==> src/rtl/gpu_pixel_writer.sv <==
// Pixel write stage: clips and addresses rasterizer pixels, buffers them in a
// small FIFO and issues them to the framebuffer arbiter over req/ack.
module gpu_pixel_writer #(
  parameter int unsigned WIDTH       = 640,
  parameter int unsigned HEIGHT      = 480,
  parameter int unsigned WIDTH_BITS  = 10,
  parameter int unsigned HEIGHT_BITS = 9,
  parameter int unsigned ADDR_BITS   = 19,
  parameter int unsigned DATA_BITS   = 24,
  parameter int unsigned DEPTH       = 4
) (
  input  logic                   clk,
  input  logic                   n_rst,
  input  logic                   pix_valid_i,
  output logic                   pix_ready_o,
  input  logic [WIDTH_BITS-1:0]  x_i,
  input  logic [HEIGHT_BITS-1:0] y_i,
  input  logic [DATA_BITS-1:0]   color_i,
  input  logic [ADDR_BITS-1:0]   fb_base_i,
  output logic                   mem_req_o,
  output logic [ADDR_BITS-1:0]   mem_addr_o,
  output logic [DATA_BITS-1:0]   mem_data_o,
  input  logic                   mem_ack_i,
  output logic                   clip_o,
  output logic                   busy_o
);

  localparam int unsigned PTR_W = (DEPTH > 1) ? $clog2(DEPTH) : 1;
  localparam int unsigned CNT_W = $clog2(DEPTH + 1);
  localparam int unsigned MUL_W = HEIGHT_BITS + WIDTH_BITS;
  localparam int unsigned SUM_W = ((ADDR_BITS > MUL_W) ? ADDR_BITS : MUL_W) + 1;

  typedef struct packed {
    logic [ADDR_BITS-1:0] addr;
    logic [DATA_BITS-1:0] data;
  } wr_entry_t;

  typedef enum logic {
    ST_IDLE,
    ST_WAIT
  } state_e;

  // Stage 1 register
  logic      s1_valid_q, s1_valid_d;
  logic      s1_clip_q,  s1_clip_d;
  wr_entry_t s1_entry_q, s1_entry_d;
  logic      clip_q,     clip_d;

  // FIFO
  wr_entry_t              fifo_mem [DEPTH];
  logic [PTR_W-1:0]       wr_ptr_q, wr_ptr_d;
  logic [PTR_W-1:0]       rd_ptr_q, rd_ptr_d;
  logic [CNT_W-1:0]       count_q,  count_d;

  // Memory FSM
  state_e                 state_q, state_d;
  logic                   req_q,   req_d;
  logic [ADDR_BITS-1:0]   addr_q,  addr_d;
  logic [DATA_BITS-1:0]   data_q,  data_d;

  logic                   accept_c;
  logic                   push_c;
  logic                   pop_c;
  logic                   clip_flag_c;
  logic [MUL_W-1:0]       prod_c;
  logic [SUM_W-1:0]       sum_c;
  wr_entry_t              head_c;

  // Stage 1 is counted against capacity so it can always drain next edge
  assign pix_ready_o = (32'(count_q) + 32'(s1_valid_q)) < DEPTH;
  assign accept_c    = pix_valid_i & pix_ready_o;

  assign prod_c      = MUL_W'(y_i) * MUL_W'(WIDTH);
  assign sum_c       = SUM_W'(fb_base_i) + SUM_W'(prod_c) + SUM_W'(x_i);
  assign clip_flag_c = (32'(x_i) >= WIDTH) | (32'(y_i) >= HEIGHT);

  assign push_c = s1_valid_q & ~s1_clip_q;
  assign pop_c  = (state_q == ST_IDLE) && (count_q != '0);
  assign head_c = fifo_mem[rd_ptr_q];

  always_comb begin
    s1_valid_d = accept_c;
    s1_clip_d  = s1_clip_q;
    s1_entry_d = s1_entry_q;
    clip_d     = accept_c & clip_flag_c;
    if (accept_c) begin
      s1_clip_d       = clip_flag_c;
      s1_entry_d.addr = sum_c[ADDR_BITS-1:0];
      s1_entry_d.data = color_i;
    end
  end

  always_comb begin
    wr_ptr_d = wr_ptr_q;
    rd_ptr_d = rd_ptr_q;
    count_d  = count_q + CNT_W'(push_c) - CNT_W'(pop_c);
    if (push_c) wr_ptr_d = wr_ptr_q + PTR_W'(1);
    if (pop_c)  rd_ptr_d = rd_ptr_q + PTR_W'(1);
  end

  // Memory FSM next-state and registered request outputs
  always_comb begin
    state_d = state_q;
    req_d   = req_q;
    addr_d  = addr_q;
    data_d  = data_q;
    case (state_q)
      ST_IDLE: begin
        if (pop_c) begin
          req_d   = 1'b1;
          addr_d  = head_c.addr;
          data_d  = head_c.data;
          state_d = ST_WAIT;
        end
      end
      ST_WAIT: begin
        if (mem_ack_i) begin
          req_d   = 1'b0;
          state_d = ST_IDLE;
        end
      end
      default: begin
        req_d   = 1'b0;
        state_d = ST_IDLE;
      end
    endcase
  end

  always_ff @(posedge clk or negedge n_rst) begin
    if (!n_rst) begin
      s1_valid_q <= 1'b0;
      s1_clip_q  <= 1'b0;
      s1_entry_q <= '0;
      clip_q     <= 1'b0;
      wr_ptr_q   <= '0;
      rd_ptr_q   <= '0;
      count_q    <= '0;
      state_q    <= ST_IDLE;
      req_q      <= 1'b0;
      addr_q     <= '0;
      data_q     <= '0;
    end else begin
      s1_valid_q <= s1_valid_d;
      s1_clip_q  <= s1_clip_d;
      s1_entry_q <= s1_entry_d;
      clip_q     <= clip_d;
      wr_ptr_q   <= wr_ptr_d;
      rd_ptr_q   <= rd_ptr_d;
      count_q    <= count_d;
      state_q    <= state_d;
      req_q      <= req_d;
      addr_q     <= addr_d;
      data_q     <= data_d;
    end
  end

  // FIFO storage needs no reset; entries are only read once written
  always_ff @(posedge clk) begin
    if (push_c) fifo_mem[wr_ptr_q] <= s1_entry_q;
  end

  assign mem_req_o  = req_q;
  assign mem_addr_o = addr_q;
  assign mem_data_o = data_q;
  assign clip_o     = clip_q;
  assign busy_o     = s1_valid_q | (count_q != '0) | (state_q == ST_WAIT);

endmodule

==> config.mk <==
export PLATFORM = sky130hd
export DESIGN_NAME = gpu_pixel_writer
export DESIGN_NICKNAME = d
export VERILOG_FILES = /design/src/rtl/gpu_pixel_writer.sv
export SDC_FILE = /design/constraint.sdc
export NUM_CORES = 1
export LEC_CHECK = 0
export BUFFER_PORTS_ARGS = -buffer_cell sky130_fd_sc_hd__buf_2
export CAP_MARGIN = 20
export CORE_UTILIZATION = 30
export CTS_CLUSTER_DIAMETER = 200
export DETAILED_ROUTE_END_ITERATION = 12
export HOLD_SLACK_MARGIN = 0.06
export PLACE_DENSITY = 0.47
export REMOVE_ABC_BUFFERS = 1
export SLEW_MARGIN = 20
export SYNTH_ARGS = -nofsm -noshare
export SYNTH_HDL_FRONTEND = slang
export SYNTH_SLANG_ARGS = --single-unit
==> constraint.sdc <==
create_clock -name clk -period 3 [get_ports clk]
set_clock_uncertainty 0.15 [all_clocks]
set_input_delay 0.15 -clock clk [delete_from_list [all_inputs] [get_ports clk]]
set_output_delay 0.15 -clock clk [all_outputs]
set_load 0.01 [all_outputs]
== Word-level counts from Yosys, hierarchy flattened ==
Memories as Yosys holds them, arrays and structs flattened. A register that Yosys moved wholly into a read port is not among the register bits.
Cells that the tools add are included.
Word-level totals
  register bits: 55
  memory bits (writable): 172
  bits of input ports: 66
  output and inout bits: 47
  logic and storage cells: 45
  memories kept: 1
Memories
  fifo_mem: words 4, bits a word 43, rd ports 1, clocked after memory_dff 1, wr ports 1, line 50  | wr_entry_t fifo_mem [DEPTH];
Cells by class
  add/sub/neg operators: 7
  multiply operators: 1
  $lt $le $gt $ge: 3
  eq/ne operators: 2
  multiplexer cells: 8
  bitwise operators: 8
  reductions and logical operators: 5
Operator list (number)
  $add 19x10->19: 1
  $add 19x19->19: 1
  $mul 9x3->12 const B: 1
  $ge 10x10->1 const B: 1
  $ge 9x9->1 const B: 1
  $mux 1: 6
  $add 2x1->2 const B: 2
  $add 3x1->4: 1
  $lt 4x3->1 const B: 1
  $ne 2x2->1 const B: 2
  $pmux 1 s2: 2
  $reduce_and 2->1: 2
  $add 3x1->3: 1
  $and 1x1->1: 3
  $or 1x1->1: 3
  $reduce_bool 3->1: 1
  $sub 3x1->3: 1
  $not 1->1: 2
  $logic_and 1x1->1: 1
  $logic_not 1->1: 1

== Logic depth before layout (Yosys ltp) ==
Gate-level depths: netlist (run 1).
  word-level depth: 4
  mapped depth: 17
  gate-level depth less buffers: 17

== Worst setup path before layout (run 1) ==
OpenSTA, ideal clock, no wires.
  kind: input to register
  start: in y_i[1]
  end: reg s1_entry_q[42] (netlist bit)
  library setup time: 0.135 ns
  arrival: 3.162 ns
  data required time: 2.715 ns
  slack: -0.447 ns
  stages on the path: 17
  path buffers: 0
  cell sequence: ha_1 ha_1 fa_1 a21o_1 a211oi_1 nor2_1 nor2_1 xnor2_1 ha_1 ha_1 and4_1 nand2_1 nor2_1 o311ai_0 nand3_1 xnor2_1 o21ai_0
On the way
  word-level cells in the longest chain between the ends: 3
Ends and longest elaborated chain
  from (decl): line 17  | input logic [HEIGHT_BITS-1:0] y_i,
  $mul 9x3->12: line 73  | assign prod_c = MUL_W'(y_i) * MUL_W'(WIDTH);
  $add 19x19->19: line 74  | assign sum_c = SUM_W'(fb_base_i) + SUM_W'(prod_c) + SUM_W'(x_i);
  $add 19x10->19: line 74
  to (signal assigned): line 145  | s1_entry_q <= s1_entry_d;
  to (decl): line 46  | wr_entry_t s1_entry_q, s1_entry_d;
No other way between the ends.
A chain may end at the register's enable or synchronous reset.

== Worst setup path after layout (run 1) ==
Same ends and word-level chain as after synthesis.

==> results of run 1 <==
[worst register-to-register path, cell delays in order, from the launching register on]
cell and delay (ps):
dfrtp_1 450, ha_1 240, o211ai_1 160, nor2_1 60, a21oi_1 190, nand2_2 110
buf_4 380, a21oi_1 330, dlygate4sd3_1 590
[power groups by stage]
stage | registers (mW) | logic, mW | clock network, mW
after CTS | 6.15 | 4.13 | 3.51
after floorplan | 6.21 | 2.31 | 0
after global routing | 6.28 | 4.54 | 3.65
after global placement | 6.18 | 4.01 | 0
after detailed placement | 6.22 | 4.04 | 0
final | 6.10 | 4.07 | 3.39
[sequential cells by signal, indices dropped and copies added (netlist names)]
register and count:
fifo_mem 172, s1_entry_q 43, mem_data_o 24, mem_addr_o 19, count_q 3, rd_ptr_q 2, wr_ptr_q 2, clip_o 1
mem_req_o 1, s1_clip_q 1, s1_valid_q 1, state_q 1
[per-layer routing]
| layer | vias up | GRT usage (%) | part of all wire, % |
|---|---|---|---|
| li1 | 3111 | - | - |
| met4 | 0 | 3.24 | 1.9 |
| met1 | 3193 | 17.4 | 45 |
| met5 | - | 0 | 0 |
| met3 | 31 | 1.95 | 3.6 |
| met2 | 120 | 22.8 | 50 |
[layout make-up]
type,instances,area [um2]
inverter,16,60.1
fill,3608,23100
tap,511,639
clock inverter,16,141
clock buffer,36,772
timing repair buffer,210,1490
sequential,270,7620
multi-input combinational,403,3780
[Yosys cell counts, drive strengths merged (3+ instances only)]
| library cell | n |
|---|---|
| nor3 | 4 |
| o21a | 3 |
| xor2 | 11 |
| mux2 | 43 |
| nor4 | 3 |
| and2 | 5 |
| a21o | 12 |
| nand3 | 4 |
| nor2 | 13 |
| buf | 12 |
| inv | 16 |
| clkbuf | 17 |
| mux4 | 43 |
| a21oi | 23 |
| edfxtp | 172 |
| nand4 | 5 |
| dfrtp | 98 |
| o21ai | 21 |
| xnor2 | 14 |
| and3 | 3 |
| nand2 | 109 |
| fa | 6 |
| ha | 53 |
[how the worst max path moves through the flow]
stage	startpoint	to	slack [ps]	cells past startpoint
after floorplan	count_q[1]	count_q[2]	-960	8
after global placement	y_i[1]	s1_entry_q[42]	-690	18
after detailed placement	y_i[1]	s1_entry_q[42]	-700	18
after CTS	y_i[1]	s1_entry_q[42]	2	18
after global routing	y_i[1]	s1_entry_q[42]	-70	18
final	y_i[1]	s1_entry_q[42]	80	18
[kinds of logic (layout without fill, tap and decap cells)]
family	after synthesis	in the layout	synth area share, %
AND/OR/NAND/NOR	155	155	5.81
multiplexers	88	88	12.9
buffers and inverters	45	278	1.59
flip-flops	270	270	66.6
XOR/XNOR	25	25	1.91
adder cells (fa/ha/maj)	59	59	6.85
AO/OA/AOI/OAI	76	76	4.37
[timing repair]
item / in CTS / in global routing
setup endpoints to repair: 3 / 6
gates resized for setup: 5 / 18
buffers inserted: 1 / 0
pin swaps: 10 / 15
hold buffers: 40 / 0
hold endpoints to repair: 74 / 0
[metrics by stage]
step / setup WS, ps / hold WS, ps / area, um2
after floorplan: -963 / -296 / 11300
after global placement: -687 / 122 / 13100
after detailed placement: -699 / 134 / 13100
after CTS: 1.81 / 76.3 / 14400
after global routing: -66.9 / 69.1 / 14500
final: 76.8 / 71.5 / 14500
==> summary.md, run 1 <==
| Metric | Value |
|---|---|
| Outcome | `completed` |
| Worst flop-to-flop path endpoint | `clip_o` |
| Root buf cell | `clkbuf_16` |
| Rows | `71` |
| Core Box Area | `37,600 um2` |
| Sequential element share of the synthesized area | `66.6%` |
| Hold Path Class | `input pin to flop` |
| Crit path launch type | `input pin` |
| Non-filler cells, final | `1,462` |
| Worst R2R Setup Slack | `280 ps` |
| CTS tree | `done` |
| Max-slew headroom | `47.7%` |
| Critical-path top delay cell | `fa_2` |
| DR pass1 iterations | `4` |
| Synth warnings | `0` |
| Number of synthesized flops with an enable pin | `172` |
| Syn_area_per_cell | `15.9 um2` |
| Die Y | `197 um` |
| PwrDens | `935 nW/um2` |
| Clock Latency Late Sink | `520 ps` |
| Total CTS buffers | `28` |
| Cell Chain, Critical Path | `buf_2, ha_4, ha_4, fa_2, a21o_1, a211oi_2, nor2_2, nor2_1, xnor2_1, ha_1, ha_4, and4_4, nand2_1, nor2_2, o311ai_2, nand3_1, xnor2_1, o21ai_1` |
| Worst hold stages | `5` |
| Crit path time final | `2920 ps` |
| Crit path largest cell delay | `340 ps` |
| Fin. Hold Viols | `0` |
| Dpl cells | `1,369` |
| Grt ovf | `0` |
| Final WL | `25,300 um` |
| Largest area contributor in the netlist | `edfxtp_1` |
| CTS clock-pin slew for the worst setup and hold paths | `60 ps` |
| Top-area cell type share of the netlist area | `45.2%` |
| Worst path required time | `3220 ps` |
| Die width | `197 um` |
| Fmax | `342 MHz` |
| Top cell by count, worst path | `ha_4` |
| Part of the power in registers | `45.0%` |
| DRC Markers | `0` |
| Setup CP Type | `input pin to flop` |
| Power Total | `13.6 mW` |
| RePlAce Congestion | `0.769` |
| Initial antenna violation count | `0` |
| Final period utilization | `97.4%` |
| #FFs+latches synth | `270` |
| Port Buf Inserts | `112` |
| Starting Density | `30.4%` |
| Total track usage | `13.2%` |
| First-pass GRT wire length | `39,400 um` |
| Cells on worst reg2reg path | `8` |
| Vias in the first global route | `6,829` |
| Most frequent cells in the layout | `172 x edfxtp_1, 111 x buf_2, 108 x nand2_1` |
| H-tree levels | `1` |
| Total negative slack | `0 ps` |
| Hold path startpoint | `pix_valid_i` |
| Cell count after synthesis | `718` |
| Antenna cells | `0` |
| Worst Path Buf+Inv | `1` |
| P_int | `9.40 mW` |
| Clock share of power | `25.0%` |
| Layout Nets | `1,054` |
| RSZ-0062 raised after global routing | `yes` |
| Critical path arrival | `3150 ps` |
| Clock buffer depth | `3` |
| WHS Endpoint | `s1_entry_q[26]` |
| Vias per Instance | `4.42` |
| Max_cap viols | `0` |
| Crit Reg-Reg Startpoint | `count_q[1]` |
| DP Wirelength | `15,600 um` |
| Routed len/inst | `17.3 um` |
| Combinational power share | `30.0%` |
| Die area | `38,900 um2` |
| Commonest non-fill, non-tap cell in the layout | `edfxtp_1` |
| Net load switching power | `4.16 mW` |
| Layout cells sized above 1 | `34.8%` |
| Largest net degree at the start of global routing | `64` |
| Clock sink total | `270` |
| Final setup viols | `0` |
| Async set or reset register ratio after synthesis | `36.3%` |
| Fin util | `38.6%` |
| Mapped Area | `11,400 um2` |
| Cell variety after synth | `45` |
| Worst-path fanout max | `2` |
| Worst-Margin Slew | `784 ps` |
| IO Pins | `113` |
| Syn-to-layout area delta | `26.8%` |
| Primary FF master, synth | `edfxtp_1` |
| Max Slew Vio Count | `0` |
| CP endpoint kind | `flop` |
| Switching Fraction | `30.7%` |
| CP top delay family | `adder cells` |
| Top cells by area, synth | `edfxtp_1 45%, dfrtp_1 21%, mux4_2 8.5%, ha_1 5.8%, mux2_2 4.2%` |
| Via Count | `6,455` |
| LEAKAGE | `5.77 nW` |
| Largest vdd supply drop | `0.000428 V` |
| DRT iter0 DRCs | `266` |
| Antenna-violating nets left | `0` |
(Power assumes the default switching activity.)
==> run 2: changes to the inputs <==
CTS_BUF_LIST = sky130_fd_sc_hd__clkbuf_8   (was unset)
==> run 2 against run 1 <==
Compared with the run above: final cell count rose by 2.3%; register-to-register slack barely moved; count of clock-buffer cells in the layout rose by 19; clock power fell by 8.8%; core utilization barely moved; sequential share of layout area barely moved; flip-flop and latch count did not move; fmax fell by 0.17%; power fell by 2.0%; worst hold slack got worse by 5.3 ps; critical path depth did not move.
==> summary.md, run 2 (synthesis gave the netlist of run 1 again) <==
| Metric | Value |
|---|---|
| Clock Latency Late Sink | `540 ps (was 520 ps)` |
| Port Buf Inserts | `112 (unchanged)` |
| Worst R2R Setup Slack | `280 ps (about the same)` |
| Top reg by flops | `fifo_mem (unchanged)` |
| Die width | `197 um (unchanged)` |
| PwrDens | `917 nW/um2 (was 935 nW/um2)` |
| H-tree levels | `2 (was 1)` |
| Worst flop-to-flop path endpoint | `clip_o (unchanged)` |
| Power Total | `13.3 mW (was 13.6 mW)` |
| Worst-path fanout max | `2 (unchanged)` |
| First-pass GRT wire length | `39,900 um (was 39,400 um)` |
| Core Box Area | `37,600 um2 (unchanged)` |
| RePlAce Congestion | `0.769 (unchanged)` |
| Worst Setup SP | `y_i[3] (was y_i[1])` |
| Antenna-violating nets left | `0 (unchanged)` |
| DR pass1 iterations | `5 (was 4)` |
| Max reg flops | `172 (unchanged)` |
| Root buf cell | `clkbuf_8 (was clkbuf_16)` |
| Outcome | `completed (unchanged)` |
| Vias per Instance | `4.43 (was 4.42)` |
| Worst Setup EP | `s1_entry_q[42] (unchanged)` |
| Part of the power in registers | `45.9% (was 45.0%)` |
| Worst path required time | `3250 ps (was 3220 ps)` |
| Vias in the first global route | `7,028 (was 6,829)` |
| Most frequent cells in the layout | `172 x edfxtp_1, 110 x buf_2, 107 x nand2_1 (was 172 x edfxtp_1, 111 x buf_2, 108 x nand2_1)` |
| Rows | `71 (unchanged)` |
| Crit path time final | `2930 ps (was 2920 ps)` |
| CTS clock-pin slew for the worst setup and hold paths | `60 ps (about the same)` |
| Largest vdd supply drop | `0.000308 V (was 0.000428 V)` |
| Syn-to-layout area delta | `26.8% (about the same)` |
| Final WL | `25,500 um (was 25,300 um)` |
| Die Y | `197 um (unchanged)` |
| Critical path arrival | `3180 ps (was 3150 ps)` |
| Initial antenna violation count | `0 (unchanged)` |
| Max_cap viols | `0 (unchanged)` |
| Commonest non-fill, non-tap cell in the layout | `edfxtp_1 (unchanged)` |
| Net load switching power | `4.21 mW (was 4.16 mW)` |
| Total track usage | `13.5% (was 13.2%)` |
| DRT iter0 DRCs | `256 (was 266)` |
| Combinational power share | `30.8% (was 30.0%)` |
| Clock buffer depth | `3 (unchanged)` |
| Crit Reg-Reg Startpoint | `count_q[1] (unchanged)` |
| Layout cells sized above 1 | `35.5% (was 34.8%)` |
| Worst-Margin Slew | `788 ps (was 784 ps)` |
| Layout Nets | `1,074 (was 1,054)` |
| Clock sink total | `270 (unchanged)` |
| CTS tree | `done (unchanged)` |
| DP Wirelength | `15,600 um (unchanged)` |
| Cells on worst reg2reg path | `8 (unchanged)` |
| LEAKAGE | `5.87 nW (was 5.77 nW)` |
| Final period utilization | `97.6% (was 97.4%)` |
| Switching Fraction | `31.7% (was 30.7%)` |
| Clock share of power | `23.2% (was 25.0%)` |
| Crit path launch type | `input pin (unchanged)` |
| Fillers | `3,610 (was 3,608)` |
| Routed len/inst | `17.1 um (was 17.3 um)` |
| Setup CP Type | `input pin to flop (unchanged)` |
| Antenna cells | `0 (unchanged)` |
| Fmax | `342 MHz (about the same)` |
| Fin. Hold Viols | `0 (unchanged)` |
| Largest net degree at the start of global routing | `64 (unchanged)` |
| Starting Density | `30.4% (unchanged)` |
| Die area | `38,900 um2 (unchanged)` |
| CP endpoint kind | `flop (unchanged)` |
| Total negative slack | `0 ps (unchanged)` |
| DRC Markers | `0 (unchanged)` |
| Via Count | `6,626 (was 6,455)` |
| Total CTS buffers | `45 (was 28)` |
| Max Slew Vio Count | `0 (unchanged)` |
| Grt ovf | `0 (unchanged)` |
| IO Pins | `113 (unchanged)` |
| Max-slew headroom | `47.5% (was 47.7%)` |
| Hold Path Class | `input pin to async pin (was input pin to flop)` |
| P_int | `9.09 mW (was 9.40 mW)` |
| Final setup viols | `0 (unchanged)` |
[run 2: worst min-delay path by stage]
stage | endpoint | slack, ps | cells after the start
finish | mem_addr_o[6] | 70 | 2
CTS | s1_entry_q[26] | 70 | 5
global placement | mem_data_o[20] | 120 | 1
global route | mem_addr_o[6] | 110 | 2
floorplan | clip_o | -300 | 0
detailed placement | s1_entry_q[6] | 130 | 1
[run 2: per-layer routing]
metal | GRT usage (%) | wire (um)
met2 | 23.4 | 12800
met3 | 2.63 | 1010
met1 | 17.0 | 11200
met5 | 0 | 0
met4 | 3.73 | 443
[run 2: critical path, stage by stage]
cell and delay (ps):
buf_4 120, ha_4 240, ha_4 160, fa_2 360, a21o_1 210, a211oi_2 220
nor2_2 70, nor2_1 130, xnor2_1 90, ha_1 330, ha_4 280, and4_4 230
nand2_4 50, nor2_4 120, o311ai_2 110, nand3_1 120, xnor2_1 120, o21ai_1 70
[run 2: per-stage QoR]
stage          utilization, %  cells  instance area (um2)  worst slack [ps]  hold slack (ps)
2_1_floorplan               -    689                11300              -963             -296
3_3_place_gp             34.7   1369                13100              -687              122
3_5_place_dp             34.7   1369                13100              -699              134
4_1_cts                  38.2   1492                14300              15.9             66.3
5_1_grt                  38.6   1495                14500             -62.0              106
6_report                 38.6   1495                14500              71.9             66.2
[run 2: repair_timing]
action / CTS / global route
hold buffers: 41 / 1
cloned: 0 / 0
endpoints found under the setup margin: 3 / 6
endpoints found under the hold margin: 75 / 2
setup buffers: 0 / 2
pin swaps: 2 / 22
resized for setup: 3 / 24
[run 2: final cells by class]
| class | count | area [um2] | share of cell area [%] |
|---|---|---|---|
| inverter | 16 | 60.1 | 0.414 |
| sequential | 270 | 7620 | 52.5 |
| tap | 511 | 639 | 4.41 |
| clock buffer | 55 | 757 | 5.22 |
| clock inverter | 27 | 116 | 0.802 |
| multi-input combinational | 403 | 3800 | 26.2 |
| timing repair buffer | 213 | 1520 | 10.5 |
[run 2: power by group through the flow]
| stage | combinational, mW | sequential [mW] | clock (mW) |
|---|---|---|---|
| floorplan | 2.31 | 6.21 | 0 |
| finish | 4.10 | 6.11 | 3.09 |
| global placement | 4.01 | 6.18 | 0 |
| CTS | 4.12 | 6.15 | 3.21 |
| global route | 4.57 | 6.28 | 3.36 |
| detailed placement | 4.04 | 6.22 | 0 |
==> run 3: changes to the inputs <==
CORE_MARGIN = 8   (was unset)
CORE_UTILIZATION = 42   (was 30)
PLACE_DENSITY = 0.61   (was 0.47)
==> run 3 against run 2 <==
Compared with the run above: non-clock buffer count grew 3; via count fell by 1.2%; highest routed layer unchanged; clock power shrank 4%; critical path depth down 6; flip-flop and latch count unchanged; largest cell class unchanged; count of clock-buffer cells in the layout fell by 7; combinational power fell by 4%.
==> summary.md, run 3 (synthesis gave the netlist of run 1 again) <==
| Metric | Value |
|---|---|
| Hold Path Class | `input pin to flop (was input pin to async pin)` |
| Port Buf Inserts | `112 (unchanged)` |
| Total CTS buffers | `42 (was 45)` |
| Syn-to-layout area delta | `24.0% (was 26.8%)` |
| Max Slew Vio Count | `0 (unchanged)` |
| Vias per Instance | `4.94 (was 4.43)` |
| Fmax | `345 MHz (was 342 MHz)` |
| GR Layer Usage met2 | `24.4% (was 23.4%)` |
| Via Count | `6,545 (was 6,626)` |
| Critical path arrival | `3140 ps (was 3180 ps)` |
| First-pass GRT wire length | `37,400 um (was 39,900 um)` |
| Die width | `181 um (was 197 um)` |
| CP top delay family | `compound AO/OA/AOI/OAI gates (was adder cells)` |
| Max-slew headroom | `53.2% (was 47.5%)` |
| Grt ovf | `0 (unchanged)` |
| Clock buffer depth | `3 (unchanged)` |
| Total track usage | `14.2% (was 13.5%)` |
| Root buf cell | `clkbuf_8 (unchanged)` |
| Max reg flops | `172 (unchanged)` |
| Outcome | `completed (unchanged)` |
| GR Util met3 | `3.41% (was 2.63%)` |
| Fin. Hold Viols | `0 (unchanged)` |
| CTS tree | `done (unchanged)` |
| Commonest non-fill, non-tap cell in the layout | `edfxtp_1 (unchanged)` |
| Top reg by flops | `fifo_mem (unchanged)` |
| DP Worst Slack | `-702 ps (was -699 ps)` |
| Worst R2R Setup Slack | `710 ps (was 280 ps)` |
| DP Wirelength | `15,100 um (was 15,600 um)` |
| CP endpoint kind | `flop (unchanged)` |
| Hold path startpoint | `x_i[9]` |
| Clock Latency Late Sink | `530 ps (was 540 ps)` |
| Vias in the first global route | `7,070 (was 7,028)` |
| Die area | `32,800 um2 (was 38,900 um2)` |
| Antenna-violating nets left | `0 (unchanged)` |
| Met1 GRT Util | `17.8% (was 17.0%)` |
| Setup slack after layout | `105 ps (was 71.9 ps)` |
| IO Pins | `113 (unchanged)` |
| Crit path launch type | `input pin (unchanged)` |
| Largest vdd supply drop | `0.000375 V (was 0.000308 V)` |
| Starting Density | `42.6% (was 30.4%)` |
| Critical-path top delay cell | `dlygate4sd3_1 (was fa_2)` |
| Final WL | `23,000 um (was 25,500 um)` |
| WHS Endpoint | `s1_clip_q` |
| Layout Nets | `1,074 (unchanged)` |
| Fin util | `52.8% (was 38.6%)` |
| LEAKAGE | `5.85 nW (was 5.87 nW)` |
| DRT iter0 DRCs | `293 (was 256)` |
| Layout cells sized above 1 | `34.7% (was 35.5%)` |
| Worst hold stages | `4` |
| Setup CP Type | `input pin to flop (unchanged)` |
| H-tree levels | `2 (unchanged)` |
| Clock sink total | `270 (unchanged)` |
| Crit path time final | `2890 ps (was 2930 ps)` |
| Core Box Area | `26,900 um2 (was 37,600 um2)` |
| Rows | `60 (was 71)` |
| Cells on worst reg2reg path | `7 (was 8)` |
| Final setup viols | `0 (unchanged)` |
| Power Total | `13.0 mW (was 13.3 mW)` |
| Worst path required time | `3240 ps (was 3250 ps)` |
| Routed len/inst | `17.4 um (was 17.1 um)` |
| Worst flop-to-flop path endpoint | `clip_o (unchanged)` |
| Worst-Margin Slew | `702 ps (was 788 ps)` |
| Antenna cells | `0 (unchanged)` |
| CTS clock-pin slew for the worst setup and hold paths | `60 ps (about the same)` |
| Most frequent cells in the layout | `172 x edfxtp_1, 111 x buf_2, 108 x nand2_1 (was 172 x edfxtp_1, 110 x buf_2, 107 x nand2_1)` |
| Worst-path fanout max | `3 (was 2)` |
| Die Y | `181 um (was 197 um)` |
| RePlAce Congestion | `0.797 (was 0.769)` |
| Initial antenna violation count | `0 (unchanged)` |
| Most used routing layer | `met2 (unchanged)` |
| WHS | `114 ps (was 66.2 ps)` |
| Max_cap viols | `0 (unchanged)` |
| Crit path largest cell delay | `540 ps (was 360 ps)` |
| PwrDens | `918 nW/um2 (was 917 nW/um2)` |
| Largest net degree at the start of global routing | `48 (was 64)` |
| Cell Chain, Critical Path | `dlygate4sd3_1, buf_2, ha_1, ha_1, fa_1, a21o_1, a21o_1, a2111oi_4, o31ai_2, a221oi_2, xor2_1, o21ai_1 (was buf_4, ha_4, ha_4, fa_2, a21o_1, a211oi_2, nor2_2, nor2_1, xnor2_1, ha_1, ha_4, and4_4, nand2_4, nor2_4, o311ai_2, nand3_1, xnor2_1, o21ai_1)` |
| DRC Markers | `0 (unchanged)` |
| Worst Path Buf+Inv | `2 (was 1)` |
| Final period utilization | `96.5% (was 97.6%)` |
| Crit Reg-Reg Startpoint | `count_q[1] (unchanged)` |
| DR pass1 iterations | `4 (was 5)` |
==> run 3: cell count changes in the layout (fill, tap and decap cells not counted), moves of 2 or more <==
cell and delta:
clkbuf_8 -7, buf_4 +9, clkinv_2 -4, clkinv_1 +6, nor2_1 +2, bufinv_16 +2
buf_12 -4, dlygate4sd3_1 -3
==> run 3: worst max-delay path by stage <==
stage	slack [ps]	to	from	depth (start not counted)
final	110	s1_entry_q[41]	fb_base_i[1]	12
after global routing	-30	s1_entry_q[42]	y_i[3]	17
after CTS	20	s1_entry_q[42]	y_i[1]	18
after detailed placement	-700	s1_entry_q[42]	y_i[1]	18
after global placement	-630	s1_entry_q[42]	y_i[1]	18
after floorplan	-960	count_q[2]	count_q[1]	8
==> run 3: through the flow <==
step	std cells	cell area, um2	TNS [ps]
final	1324	14200	0
after CTS	1323	14100	0
after detailed placement	1206	12800	-2810
after global placement	1206	12800	-2680
after global routing	1324	14200	-28.5
after floorplan	689	11300	-14350
==> run 3: layout make-up <==
type | instances | area, um2
clock inverters | 30 | 180
well taps | 341 | 427
multi-input cells | 403 | 3750
fillers | 2259 | 12700
inverters | 16 | 60.1
clock buffers | 48 | 661
repair buffers | 216 | 1480
flip-flops and latches | 270 | 7620
==> run 3: timing repair <==
action                                  CTS  global route
endpoints found under the hold margin   110             0
endpoints found under the setup margin    2             4
setup buffers                             0             1
pin swaps                                 3            13
gates cloned                              0             0
resized for setup                         4            12
hold buffers                             39             0
==> run 3: routing by layer <==
metal	vias up	part of all wire, %	wire [um]
met3	31	4.7	1080
li1	3172	-	-
met4	0	1.4	318
met5	-	0	0
met1	3205	44	10200
met2	137	50	11400
==> run 3: worst reg2reg max path, cell delays in order, from the launching register on <==
cell	delay [ps]
dfrtp_1	450
ha_1	240
o211ai_1	160
nor2_1	60
a21oi_1	180
nand2_2	200
a21oi_1	230
dlygate4sd3_1	580
==> run 3: report_power, final <==
part / internal (mW) / switching [mW] / leakage, nW
Clock: 1.64 / 1.34 / 0.471
Sequential: 5.33 / 0.765 / 2.75
Combinational: 2.03 / 1.90 / 2.63
